--- config.mk ---
export PLATFORM = sky130hd
export DESIGN_NAME = psum_drain
export DESIGN_NICKNAME = d
export VERILOG_FILES = /design/src/rtl/psum_drain.sv
export SDC_FILE = /design/constraint.sdc
export NUM_CORES = 1
export LEC_CHECK = 0
export BUFFER_PORTS_ARGS = -buffer_cell sky130_fd_sc_hd__buf_2
export CORE_MARGIN = 2
export CORE_UTILIZATION = 56
export CTS_CLUSTER_SIZE = 16
export DETAILED_ROUTE_END_ITERATION = 8
export PLACE_DENSITY = 0.92
export RECOVER_POWER = 25
export SLEW_MARGIN = 20
export SYNTH_ARGS = -nofsm -noshare
export SYNTH_HDL_FRONTEND = slang
export SYNTH_SLANG_ARGS = --single-unit
export TNS_END_PERCENT = 5
--- constraint.sdc ---
create_clock -name clk -period 4.4 [get_ports clk]
set_clock_uncertainty 0.05 [all_clocks]
set_input_delay 0.22 -clock clk [delete_from_list [all_inputs] [get_ports clk]]
set_output_delay 0.22 -clock clk [all_outputs]
set_load 0.01 [all_outputs]
--- src/rtl/psum_drain.sv ---
`default_nettype none
// ============================================================================
//  Module      : psum_drain
//  Description : Pops completed psum rows from the corelet output FIFO and
//                writes them to the psum SRAM at consecutive addresses.
//                Accumulate mode reads the row already in SRAM first and adds
//                the FIFO row lane-wise, saturating per lane, before writing.
//  Revision    : 1.0  initial release
// ----------------------------------------------------------------------------
//  Ports
//    clk          system clock, all state on rising edge
//    reset        asynchronous active-low reset
//    start        one-cycle job request, sampled only when idle
//    base_addr    first SRAM address of the job (latched on start)
//    num_rows     rows in the job (latched on start)
//    acc_en       1 = accumulate into SRAM, 0 = overwrite (latched on start)
//    ofifo_valid  OFIFO head row available
//    ofifo_out    OFIFO head row
//    ofifo_rd     OFIFO pop strobe
//    mem_cen      SRAM chip enable, active-low
//    mem_wen      SRAM write enable, active-low
//    mem_addr     SRAM address
//    mem_d        SRAM write data
//    mem_q        SRAM read data, valid the cycle after a read
//    busy         job in progress
//    done         one-cycle completion pulse
// ============================================================================
module psum_drain #(
    parameter int COL     = 8,
    parameter int PSUM_BW = 16,
    parameter int ADDR_BW = 11
) (
    input  logic                     clk,
    input  logic                     reset,
    input  logic                     start,
    input  logic [ADDR_BW-1:0]       base_addr,
    input  logic [ADDR_BW-1:0]       num_rows,
    input  logic                     acc_en,
    input  logic                     ofifo_valid,
    input  logic [COL*PSUM_BW-1:0]   ofifo_out,
    output logic                     ofifo_rd,
    output logic                     mem_cen,
    output logic                     mem_wen,
    output logic [ADDR_BW-1:0]       mem_addr,
    output logic [COL*PSUM_BW-1:0]   mem_d,
    input  logic [COL*PSUM_BW-1:0]   mem_q,
    output logic                     busy,
    output logic                     done
);

    localparam int c_ROW_W = COL * PSUM_BW;

    localparam logic [2:0] S_IDLE = 3'd0;
    localparam logic [2:0] S_POP  = 3'd1;
    localparam logic [2:0] S_RD   = 3'd2;
    localparam logic [2:0] S_ADD  = 3'd3;
    localparam logic [2:0] S_WR   = 3'd4;
    localparam logic [2:0] S_DONE = 3'd5;

    logic [2:0]          r_state;
    logic [ADDR_BW-1:0]  r_base;
    logic [ADDR_BW-1:0]  r_num;
    logic                r_acc;
    logic [ADDR_BW-1:0]  r_row_cnt;
    logic [c_ROW_W-1:0]  r_row;
    // Last driven SRAM address/data, so the bus holds between accesses.
    logic [ADDR_BW-1:0]  r_addr_hold;
    logic [c_ROW_W-1:0]  r_d_hold;

    logic [ADDR_BW-1:0]  w_addr;
    logic [c_ROW_W-1:0]  w_sum;
    logic                w_rd_access;
    logic                w_wr_access;

    // Wraps modulo 2^ADDR_BW by construction.
    assign w_addr      = r_base + r_row_cnt;
    assign w_rd_access = (r_state == S_RD);
    assign w_wr_access = (r_state == S_WR);

    // Lane-wise saturating add of the SRAM row and the captured FIFO row.
    // One extra sign bit per lane exposes overflow: if the top two bits of
    // the widened sum differ, clamp toward the sign of the true result.
    for (genvar i = 0; i < COL; i++) begin : g_lane
        logic [PSUM_BW:0] w_ext_sum;
        assign w_ext_sum =
            {mem_q[(i+1)*PSUM_BW-1], mem_q[i*PSUM_BW +: PSUM_BW]} +
            {r_row[(i+1)*PSUM_BW-1], r_row[i*PSUM_BW +: PSUM_BW]};
        assign w_sum[i*PSUM_BW +: PSUM_BW] =
            (w_ext_sum[PSUM_BW] == w_ext_sum[PSUM_BW-1]) ?
                w_ext_sum[PSUM_BW-1:0] :
                {w_ext_sum[PSUM_BW], {(PSUM_BW-1){~w_ext_sum[PSUM_BW]}}};
    end

    always_ff @(posedge clk or negedge reset) begin
        if (!reset) begin
            r_state     <= S_IDLE;
            r_base      <= '0;
            r_num       <= '0;
            r_acc       <= 1'b0;
            r_row_cnt   <= '0;
            r_row       <= '0;
            r_addr_hold <= '0;
            r_d_hold    <= '0;
        end else begin
            case (r_state)
                S_IDLE: begin
                    if (start) begin
                        r_base    <= base_addr;
                        r_num     <= num_rows;
                        r_acc     <= acc_en;
                        r_row_cnt <= '0;
                        r_state   <= (num_rows == '0) ? S_DONE : S_POP;
                    end
                end
                S_POP: begin
                    if (ofifo_valid) begin
                        r_row   <= ofifo_out;
                        r_state <= r_acc ? S_RD : S_WR;
                    end
                end
                S_RD: begin
                    r_addr_hold <= w_addr;
                    r_state     <= S_ADD;
                end
                S_ADD: begin
                    r_row   <= w_sum;
                    r_state <= S_WR;
                end
                S_WR: begin
                    r_addr_hold <= w_addr;
                    r_d_hold    <= r_row;
                    if (r_row_cnt == r_num - 1'b1) begin
                        r_state <= S_DONE;
                    end else begin
                        r_row_cnt <= r_row_cnt + 1'b1;
                        r_state   <= S_POP;
                    end
                end
                S_DONE: begin
                    r_state <= S_IDLE;
                end
                default: begin
                    r_state <= S_IDLE;
                end
            endcase
        end
    end

    // Pop only in POP with data present, so an empty FIFO is never popped.
    assign ofifo_rd = (r_state == S_POP) && ofifo_valid;
    assign mem_cen  = ~(w_rd_access | w_wr_access);
    assign mem_wen  = ~w_wr_access;
    assign mem_addr = (w_rd_access | w_wr_access) ? w_addr : r_addr_hold;
    assign mem_d    = w_wr_access ? r_row : r_d_hold;
    assign busy     = (r_state != S_IDLE);
    assign done     = (r_state == S_DONE);

endmodule
`default_nettype wire

### Yosys cells after proc, flatten, opt, wreduce, memory -nomap -nowiden

Cells that the tools add are included.

* multiplexer cells: 21
* bitwise gates (word level): 11
* equal/unequal tests: 17
* add/subtract/negate cells: 11
* reductions and logical operators: 11

Operators with widths (number)
* $mux W128: 2
* $pmux W128 S2: 1
* $add A16 B16 Y17: 8
* $mux W16: 8
* $mux W11: 3
* $pmux W11 S2: 1
* $mux W3: 5
* $pmux W3 S5: 1
* $add A11 B1 Y11 const B: 1
* $add A11 B11 Y11: 1
* $eq A11 B11 Y1: 1
* $logic_not A11 Y1: 1
* $sub A11 B1 Y11 const B: 1
* $not A1 Y1: 10
* $eq A1 B1 Y1: 8
* $eq A3 B2 Y1 const B: 2
* $eq A3 B3 Y1 const B: 2
* $ne A2 B2 Y1 const B: 3
* $reduce_and A2 Y1: 3
* $reduce_bool A2 Y1: 2
* $eq A3 B1 Y1 const B: 1
* $logic_not A3 Y1: 1
* $reduce_and A3 Y1: 1
* $reduce_bool A3 Y1: 1
* other kinds (3): 3

* word-level logic and storage cells: 79
* output and inout port bits: 144
* bits of input ports: 283
* register bits: 304

### Longest topological paths before layout

Gate-level depths: netlist of the first run.

* depth after elaboration: 4
* mapped depth: 16
* depth with buffers taken out: 15

### Least setup slack after synthesis of the first run

No wires, ideal clock.

* kind: flip-flop to flip-flop
* start point: reg r_row[33]
* end point: reg r_row[45]
* data required time: 4.209 ns
* arrival time: 3.414 ns
* stages on the path, launching flop included: 17
* library setup time: 0.141 ns
* buffers on the path: 1
* clock period less this slack: 3.605 ns
* setup slack: 0.795 ns
* cell sequence: dfrtp_1 ha_1 a211oi_1 o21ai_0 a41oi_1 nor4b_1 o31ai_1 a21o_1 a21o_1 xor2_1 ha_1 and3_1 a21oi_1 nand2_1 buf_2 a31oi_1 a31oi_1

* cells in the longest elaborated chain, start to end: 4
* elaborated cells between the ends (all ways): 5
* classes of those cells: add/sub (1); eq/ne (1); mux (2); bitwise (1)

RTL lines
* start: declaration: line 65 `logic [c_ROW_W-1:0] r_row;`
* start signal: assignment: line 117 `r_row <= ofifo_out;`
* start signal: assignment: line 126 `r_row <= w_sum;`
* $add A16 B16 Y17 (*): line 86 `{mem_q[(i+1)*PSUM_BW-1], mem_q[i*PSUM_BW +: PSUM_BW]} +`
* $eq A1 B1 Y1 or $not A1 Y1 (tied branches): line 89, 91
* $mux W16 (*): line 89 `(w_ext_sum[PSUM_BW] == w_ext_sum[PSUM_BW-1]) ?`
* $pmux W128 S2 (*): line 105 `case (r_state)`

Every way passes the cells marked *; elsewhere a longest branch is shown, timed or not.
A chain may end at the register's enable or synchronous reset.

### Final worst setup path of the first run

* start point: reg r_row[68]
* end point: reg r_row[75]

The elaborated chain is that of the path after synthesis.

==> results.py, run 1 <==
metrics = {
    "clock_tree": {
        "worstSkewPairLatency_ns": 0.55,
        "cts_made_buffers": 36,
        "tritoncts_clock_tree": "done",
        "clock-root-buffer": "sky130_fd_sc_hd__clkbuf_16",
        "clk_transition_reported_paths_ns": 0.07,
        "clock_sink_count": 304,
        "ctsLongestPathBuffers": 3,
        "cts_htree_levels": 2,
    },
    "power_and_ir_drop": {
        "total_power_mw": 19.99,
        "power_density_mw_per_mm2": 820.9,
        "clkPwrFrac_pct": 15.5,
        "power_leakage_nw": 12.31,
        "p_int_mw": 10.38,
        "max_rail_drop_vdd_v": 0.0004955,
        "combPwrFrac_pct": 59.1,
        "switching_share_of_power_pct": 48.07,
        "power.share.sequential_pct": 25.4,
        "switching_component_of_the_power_mw": 9.608,
    },
    "hold_path": {
        "hold_path_class": "input port to register",
        "min_to": "r_row[64]$_DFFE_PN0P_",
        "hold_start": "ofifo_out[64]",
        "min_path_cells": 4,
    },
    "logic_synthesis": {
        "ys_ff_latch": 304,
        "post_synthesis_share_of_cell_area_spent_on_xor_and_xnor_gates_pct": 5.838,
        "synthesis.area_per_instance_um2": 8.415,
        "yosysSeqAreaShare_pct": 39.61,
        "dominant_combinational_cell_family_by_area_after_synthesis": "compound AO/OA/AOI/OAI gates",
        "synth-simple-area-share_pct": 19.90,
        "synth_area_mm2": 0.01920,
        "synth.mux.area_fraction_pct": 0.3258,
        "synth.distinct_cells": 76,
        "synth-warning-count": 0,
        "fraction_of_the_mapped_netlist_area_in_compound_gates_pct": 20.53,
        "ys_dominant_reg_cell": "sky130_fd_sc_hd__dfrtp_1",
        "async_flop_share_pct": 100.0,
        "synth_fp_nets": 2728,
        "synth_edf_count": 0,
        "synthAdderAreaFrac_pct": 10.97,
        "syn_inst": 2282,
    },
    "floorplanning": {
        "die_x_um": 189.2,
        "num_rows": 67,
        "floorplan.io_pins": 427,
        "floorplan.die.height_um": 189.2,
        "die_area_mm2": 0.03579,
        "initial_utilization_pct": 57.13,
        "core_outline_area_mm2": 0.03362,
    },
    "worst_setup_path": {
        "r2r-end": "r_row[75]$_DFFE_PN0P_",
        "setup.worst_path.start_class": "register",
        "crit_path_max_fanout": 15,
        "cp.required_ns": 4.78,
        "worstSetupEndpointType": "register",
        "worstReg2RegStart": "r_row[68]$_DFFE_PN0P_",
        "r2r_slack_ns": 0.21,
        "timing_worst_setup_path_type": "register to register",
        "startpoint": "r_row[68]$_DFFE_PN0P_",
        "timing.critical_path.arrival_ns": 4.57,
        "logic_depth_of_the_worst_register_to_register_path": 14,
    },
    "routing": {
        "dr_total_vias": 20600,
        "ant_nets": 0,
        "wl_um": 68550,
        "via_per_inst": 6.242,
        "drcViolationCount": 0,
        "firstDrtPassIters": 6,
        "post_drt_wl_per_cell_um": 20.77,
        "drtIter0Drc": 1765,
    },
    "sta": {
        "slew-limit-headroom_pct": -110.9,
        "tightest_slew_ns": 3.164,
        "report.final.setup_viol": 0,
        "timing.final.max_slew_violations": 119,
        "period_share_pct": 95.20,
        "final_hold_slack_ns": 0.009612,
        "max_freq_mhz": 238.7,
        "report.final.hold_viol_count": 0,
        "min_period_ns": 4.189,
        "finalWorstSetupSlack_ns": 0.2110,
    },
    "placed_design": {
        "place.detailed.hpwl_um": 43530,
        "post_place_setup_slack_ns": 0.2479,
        "io_buffers": 426,
        "gp_congestion": 0.9722,
        "placedCellCount": 3074,
    },
    "global_route": {
        "grt_pass1_vias": 21110,
        "grt_start_max_net_pins": 136,
        "grt_first_pass_wirelength_um": 107600,
        "global_route.overflow_total": 0,
        "grt_antenna_before_repair": 34,
        "track_usage_pct": 37.51,
    },
    "finish": {
        "area_of_combinational_cells_with_multiple_inputs_mm2": 0.01110,
        "seq_area_mm2": 0.007607,
        "post_layout_util_pct": 72.42,
        "fillers": 2275,
        "layout-drive-gt1-share_pct": 18.91,
        "final_nets": 3248,
        "syn_to_final_growth_pct": 26.78,
        "final-instance-count-excl-fill": 3301,
    },
    "job": {
        "max_cap_viol": 1,
    },
    "outcome": {
        "outcome": "finished, violations left",
        "violations": "capacitance limit, slew limit",
    },
}
[final cells by class]
type | instances | area share, %
Multi-Input combinational cell | 1842 | 45.58
Sequential cell | 304 | 31.25
Timing Repair Buffer | 586 | 15.14
Clock buffer | 50 | 4.338
Tap cell | 448 | 2.302
Clock inverter | 10 | 0.5859
Inverter | 32 | 0.5139
Antenna cell | 29 | 0.2981
[sequential cells by signal, indices dropped and copies added (netlist names)]
register and cells:
r_addr_hold 11, r_num 11, r_acc 1, r_d_hold 128
r_base 11, r_state 3, r_row_cnt 11, r_row 128
[metal layers]
layer  track usage (%)  vias to the layer above  routed length, um  share of wire (%)
met4             25.81                       18               5198                7.6
li1                  -                     9045                  -                  -
met1             43.08                     9656              24130                 35
met5                 0                        -                105               0.15
met3             9.583                      424               7077                 10
met2             61.62                     1461              32030                 47
[what timing repair did]
item	4_1_cts	5_1_grt
setup endpoints to repair	0	41
resized for setup	0	6
buffers inserted	0	0
hold buffers	138	0
endpoints found under the hold margin	253	0
[synthesized netlist by cell type (41+ instances only)]
cell type                  instances  area share (%)
sky130_fd_sc_hd__xnor2_1          60             2.7
sky130_fd_sc_hd__ha_1            154              10
sky130_fd_sc_hd__xor2_1           68             3.1
sky130_fd_sc_hd__clkbuf_1         77             1.5
sky130_fd_sc_hd__dfrtp_1         304              40
sky130_fd_sc_hd__a21oi_1         222             5.8
sky130_fd_sc_hd__nor2_1           57             1.1
sky130_fd_sc_hd__nand2_1         672              13
sky130_fd_sc_hd__a31oi_1          41             1.3
sky130_fd_sc_hd__a21o_1           44             1.7
sky130_fd_sc_hd__o21ai_0         149             3.9
sky130_fd_sc_hd__o21a_1           48             1.9
[cells by family after synthesis]
| kind of cell | Yosys count |
|---|---|
| xor gates and xnor gates | 128 |
| muxes | 6 |
| AOI/OAI and AO/OA | 643 |
| DFF | 304 |
| adders and majority gates | 163 |
| and+or+nand+nor | 902 |
| buffers and inverters | 136 |
[worst max-delay path: stages, from the launching register on]
cell and delay, ns:
sky130_fd_sc_hd__dfrtp_1 0.40, sky130_fd_sc_hd__ha_1 0.36, sky130_fd_sc_hd__a2111oi_1 0.52, sky130_fd_sc_hd__o21ai_0 0.23
sky130_fd_sc_hd__a41oi_1 0.38, sky130_fd_sc_hd__o21ai_0 0.22, sky130_fd_sc_hd__a31o_2 0.31, sky130_fd_sc_hd__nand3_1 0.09
sky130_fd_sc_hd__nand3b_1 0.15, sky130_fd_sc_hd__xor2_1 0.18, sky130_fd_sc_hd__ha_1 0.31, sky130_fd_sc_hd__a21oi_1 0.08
sky130_fd_sc_hd__a31o_2 0.37, sky130_fd_sc_hd__o21a_1 0.15, sky130_fd_sc_hd__o21ai_0 0.29
[power by group through the flow]
stage / registers (mW) / clock network (mW) / logic [mW]
after global routing: 5.19 / 3.22 / 12.9
after CTS: 4.99 / 3.09 / 11.3
after global placement: 4.94 / 0 / 10.6
final: 5.08 / 3.10 / 11.8
after detailed placement: 5.03 / 0 / 11.1
after floorplan: 4.73 / 0 / 8.00
[cells in the final DEF, fill, tap and decap left out, types with 10 or more instances in the layout]
cell type                       synthesis  layout
sky130_fd_sc_hd__nand4_1               11      11
sky130_fd_sc_hd__nor2b_1               12      12
sky130_fd_sc_hd__clkbuf_16              0      38
sky130_fd_sc_hd__buf_4                  0      17
sky130_fd_sc_hd__dfrtp_1              304     304
sky130_fd_sc_hd__nand2b_1              27      27
sky130_fd_sc_hd__nor2_1                57      56
sky130_fd_sc_hd__nand2_1              672     670
sky130_fd_sc_hd__a211oi_1              19      18
sky130_fd_sc_hd__a31oi_1               41      41
sky130_fd_sc_hd__diode_2                0      29
sky130_fd_sc_hd__a21o_1                44      44
sky130_fd_sc_hd__a21boi_0              10      10
sky130_fd_sc_hd__o21ai_0              149     148
sky130_fd_sc_hd__xor2_1                68      68
sky130_fd_sc_hd__o211ai_1              16      16
sky130_fd_sc_hd__a32oi_1               14      14
sky130_fd_sc_hd__a21oi_1              222     222
sky130_fd_sc_hd__inv_1                 30      30
sky130_fd_sc_hd__xnor2_1               60      60
sky130_fd_sc_hd__and3_1                11      11
sky130_fd_sc_hd__o21a_1                48      48
sky130_fd_sc_hd__ha_1                 154     154
sky130_fd_sc_hd__nor3_1                36      35
sky130_fd_sc_hd__dlygate4sd3_1          0     138
sky130_fd_sc_hd__buf_2                  5     425
sky130_fd_sc_hd__nand3_1               22      22
[stage by stage]
step	area [um^2]	setup TNS (ns)
final	24350	0
after global routing	24330	-0.01230
after CTS	24280	0
after detailed placement	21700	0
after global placement	21700	0
after floorplan	19200	0
[how the worst max path moves through the flow]
stage / slack (ns) / depth (start not counted) / endpoint
final: 0.21 / 14 / r_row[75]$_DFFE_PN0P_
after global routing: -0.01 / 14 / r_row[75]$_DFFE_PN0P_
after CTS: 0.13 / 15 / r_row[33]$_DFFE_PN0P_
after detailed placement: 0.25 / 15 / r_row[34]$_DFFE_PN0P_
after global placement: 0.36 / 15 / r_row[45]$_DFFE_PN0P_
after floorplan: 0.79 / 16 / r_row[45]$_DFFE_PN0P_
Note: power is estimated with default switching activity, not from simulation.
==> run 2: changes to the inputs <==
clock period = 4.1 ns   (was 4.4 ns; I/O delays follow)
==> run 2 against run 1 <==
  * The flow still finishes with violations (capacitance limit, slew limit)
  * Flip-flop and latch count unchanged
  * Cell count increased by 0.36%
  * Worst hold slack improved by 0.022 ns
  * First-iteration DRC count increased by 26%
  * Sequential power increased by 7.7%
  * Clock power increased by 12%
  * Global-route usage increased by 1.4 points
  * Core utilization increased by 0.95 points
  * Largest power group unchanged
==> results.py, run 2 (same netlist as run 1, synthesis figures left out) <==
metrics = {
    "outcome": {
        "outcome": "finished, violations left",
        "violations": "capacitance limit, slew limit",
    },
    "placed_design": {
        "io_buffers": 426,
        "place.detailed.hpwl_um": 43910,
        "gp_congestion": 0.9373,
        "detailed_place.area_mm2": 0.02178,
        "placedCellCount": 3080,
    },
    "routing": {
        "ant_nets": 0,
        "via_per_inst": 6.322,
        "wl_um": 70280,
        "dr_total_vias": 20950,
        "post_drt_wl_per_cell_um": 21.21,
        "drtIter0Drc": 2220,
        "firstDrtPassIters": 8,
        "drcViolationCount": 0,
    },
    "finish": {
        "layout.cells.most_common": "sky130_fd_sc_hd__nand2_1",
        "seq_area_mm2": 0.007607,
        "most-common-layout-cells": "671 x sky130_fd_sc_hd__nand2_1, 425 x sky130_fd_sc_hd__buf_2, 304 x sky130_fd_sc_hd__dfrtp_1, 222 x sky130_fd_sc_hd__a21oi_1, 154 x sky130_fd_sc_hd__ha_1",
        "post_layout_util_pct": 73.38,
        "layout_top_registers": "r_d_hold: 128 flops, r_row: 128 flops",
        "final_nets": 3267,
        "area_of_combinational_cells_with_multiple_inputs_mm2": 0.01116,
        "fin_area_mm2": 0.02467,
        "syn_to_final_growth_pct": 28.45,
        "fillers": 2205,
        "layout-drive-gt1-share_pct": 19.33,
        "final-instance-count-excl-fill": 3313,
    },
    "clock_tree": {
        "ctsLongestPathBuffers": 3,
        "clock_sink_count": 304,
        "post_cts_buffers": 0,
        "cts_htree_levels": 2,
        "cts_made_buffers": 37,
        "worstSkewPairLatency_ns": 0.57,
        "tritoncts_clock_tree": "done",
        "clk_transition_reported_paths_ns": 0.06,
        "clock-root-buffer": "sky130_fd_sc_hd__clkbuf_16",
    },
    "global_route": {
        "grt_start_max_net_pins": 136,
        "track_usage_pct": 38.89,
        "grt_antenna_before_repair": 19,
        "global_route.overflow_total": 0,
        "grt_first_pass_wirelength_um": 110800,
        "grt_pass1_vias": 21280,
    },
    "worst_setup_path": {
        "crit_path_max_fanout": 8,
        "timing.critical_path.arrival_ns": 4.40,
        "r2r_slack_ns": 0.07,
        "setup.worst_path.start_class": "register",
        "worstSetupEndpointType": "register",
        "startpoint": "r_row[34]$_DFFE_PN0P_",
        "timing_worst_setup_path_type": "register to register",
        "worstReg2RegStart": "r_row[34]$_DFFE_PN0P_",
        "cp.required_ns": 4.46,
    },
    "floorplanning": {
        "die_x_um": 189.2,
        "die_area_mm2": 0.03579,
        "floorplan.io_pins": 427,
        "num_rows": 67,
        "floorplan.die.height_um": 189.2,
        "core_outline_area_mm2": 0.03362,
        "initial_utilization_pct": 57.13,
    },
    "power_and_ir_drop": {
        "power_density_mw_per_mm2": 887.6,
        "max_rail_drop_vdd_v": 0.0005305,
        "power_leakage_nw": 12.47,
    },
    "sta": {
        "max_freq_mhz": 248.0,
        "slew-limit-headroom_pct": -120.4,
        "final_hold_slack_ns": 0.03197,
        "period_share_pct": 98.37,
        "report.final.hold_viol_count": 0,
        "timing.final.max_slew_violations": 120,
        "min_period_ns": 4.033,
        "report.final.setup_viol": 0,
        "tightest_slew_ns": 3.306,
    },
    "hold_path": {
        "hold_start": "ofifo_out[25]",
        "hold_path_class": "input port to register",
    },
    "job": {
        "max_cap_viol": 1,
    },
}
-- run 2: report_power, final --
part | total [mW] | switching, mW | internal (mW) | leakage (nW)
clock | 3.46 | 1.38 | 2.08 | 0.628
sequential | 5.47 | 1.04 | 4.43 | 3.78
combinational | 13.0 | 8.14 | 4.83 | 8.07
total | 21.9 | 10.6 | 11.3 | 12.5
-- run 2: area by class of cell --
cell class	count	area share, %
multi-input combinational	1842	45.25
sequential	304	30.84
timing repair buffer	604	15.84
clock buffer	54	4.337
tap	448	2.272
clock inverter	14	0.7964
inverter	32	0.5174
antenna	15	0.1522
-- run 2: through the flow --
stage / TNS, ns / total power [mW] / worst slack, ns
final: 0 / 21.89 / 0.06703
after global routing: -0.2138 / 23.26 / -0.1556
after CTS: 0 / 21.11 / 0.02594
after detailed placement: 0 / 17.37 / 0.1821
after global placement: 0 / 16.76 / 0.3045
after floorplan: 0 / 13.67 / 0.4946
-- run 2: repair_timing --
| action | 4_1_cts | 5_1_grt |
|---|---|---|
| hold endpoints to repair | 267 | 0 |
| resized for setup | 0 | 21 |
| hold buffers | 150 | 0 |
| setup endpoints to repair | 0 | 72 |
-- run 2: final timing paths --
path / end / cells after the start
worst max-delay path: r_row[44]$_DFFE_PN0P_ / 16
worst min-delay path: r_row[25]$_DFFE_PN0P_ / 4
worst max register to register: r_row[44]$_DFFE_PN0P_ / 16
worst min register to register: r_d_hold[70]$_DFF_PN0_ / 2
max in group asynchronous: r_d_hold[98]$_DFF_PN0_ / 2
min in group asynchronous: r_addr_hold[9]$_DFFE_PN0N_ / 2
-- run 2: worst max-delay path: stages, from the launching register on --
cell,delay [ns]
sky130_fd_sc_hd__dfrtp_1,0.40
sky130_fd_sc_hd__ha_1,0.37
sky130_fd_sc_hd__o21ai_0,0.33
sky130_fd_sc_hd__o21ai_1,0.15
sky130_fd_sc_hd__a41oi_2,0.24
sky130_fd_sc_hd__nor4b_4,0.28
sky130_fd_sc_hd__o31ai_2,0.14
sky130_fd_sc_hd__a21o_1,0.19
sky130_fd_sc_hd__a21o_1,0.18
sky130_fd_sc_hd__xor2_1,0.20
sky130_fd_sc_hd__ha_1,0.32
sky130_fd_sc_hd__and3_1,0.20
sky130_fd_sc_hd__a21oi_1,0.25
sky130_fd_sc_hd__nand2_1,0.11
sky130_fd_sc_hd__buf_4,0.18
sky130_fd_sc_hd__a21oi_1,0.15
sky130_fd_sc_hd__o21ai_0,0.15
-- run 2: per-layer routing --
| layer | global-route usage [%] | up-vias | routed length (um) |
|---|---|---|---|
| met5 | 0 | - | 59 |
| met1 | 45.52 | 9821 | 24750 |
| li1 | - | 9089 | - |
| met2 | 62.64 | 1544 | 32350 |
| met3 | 9.898 | 482 | 7359 |
| met4 | 27.37 | 10 | 5765 |
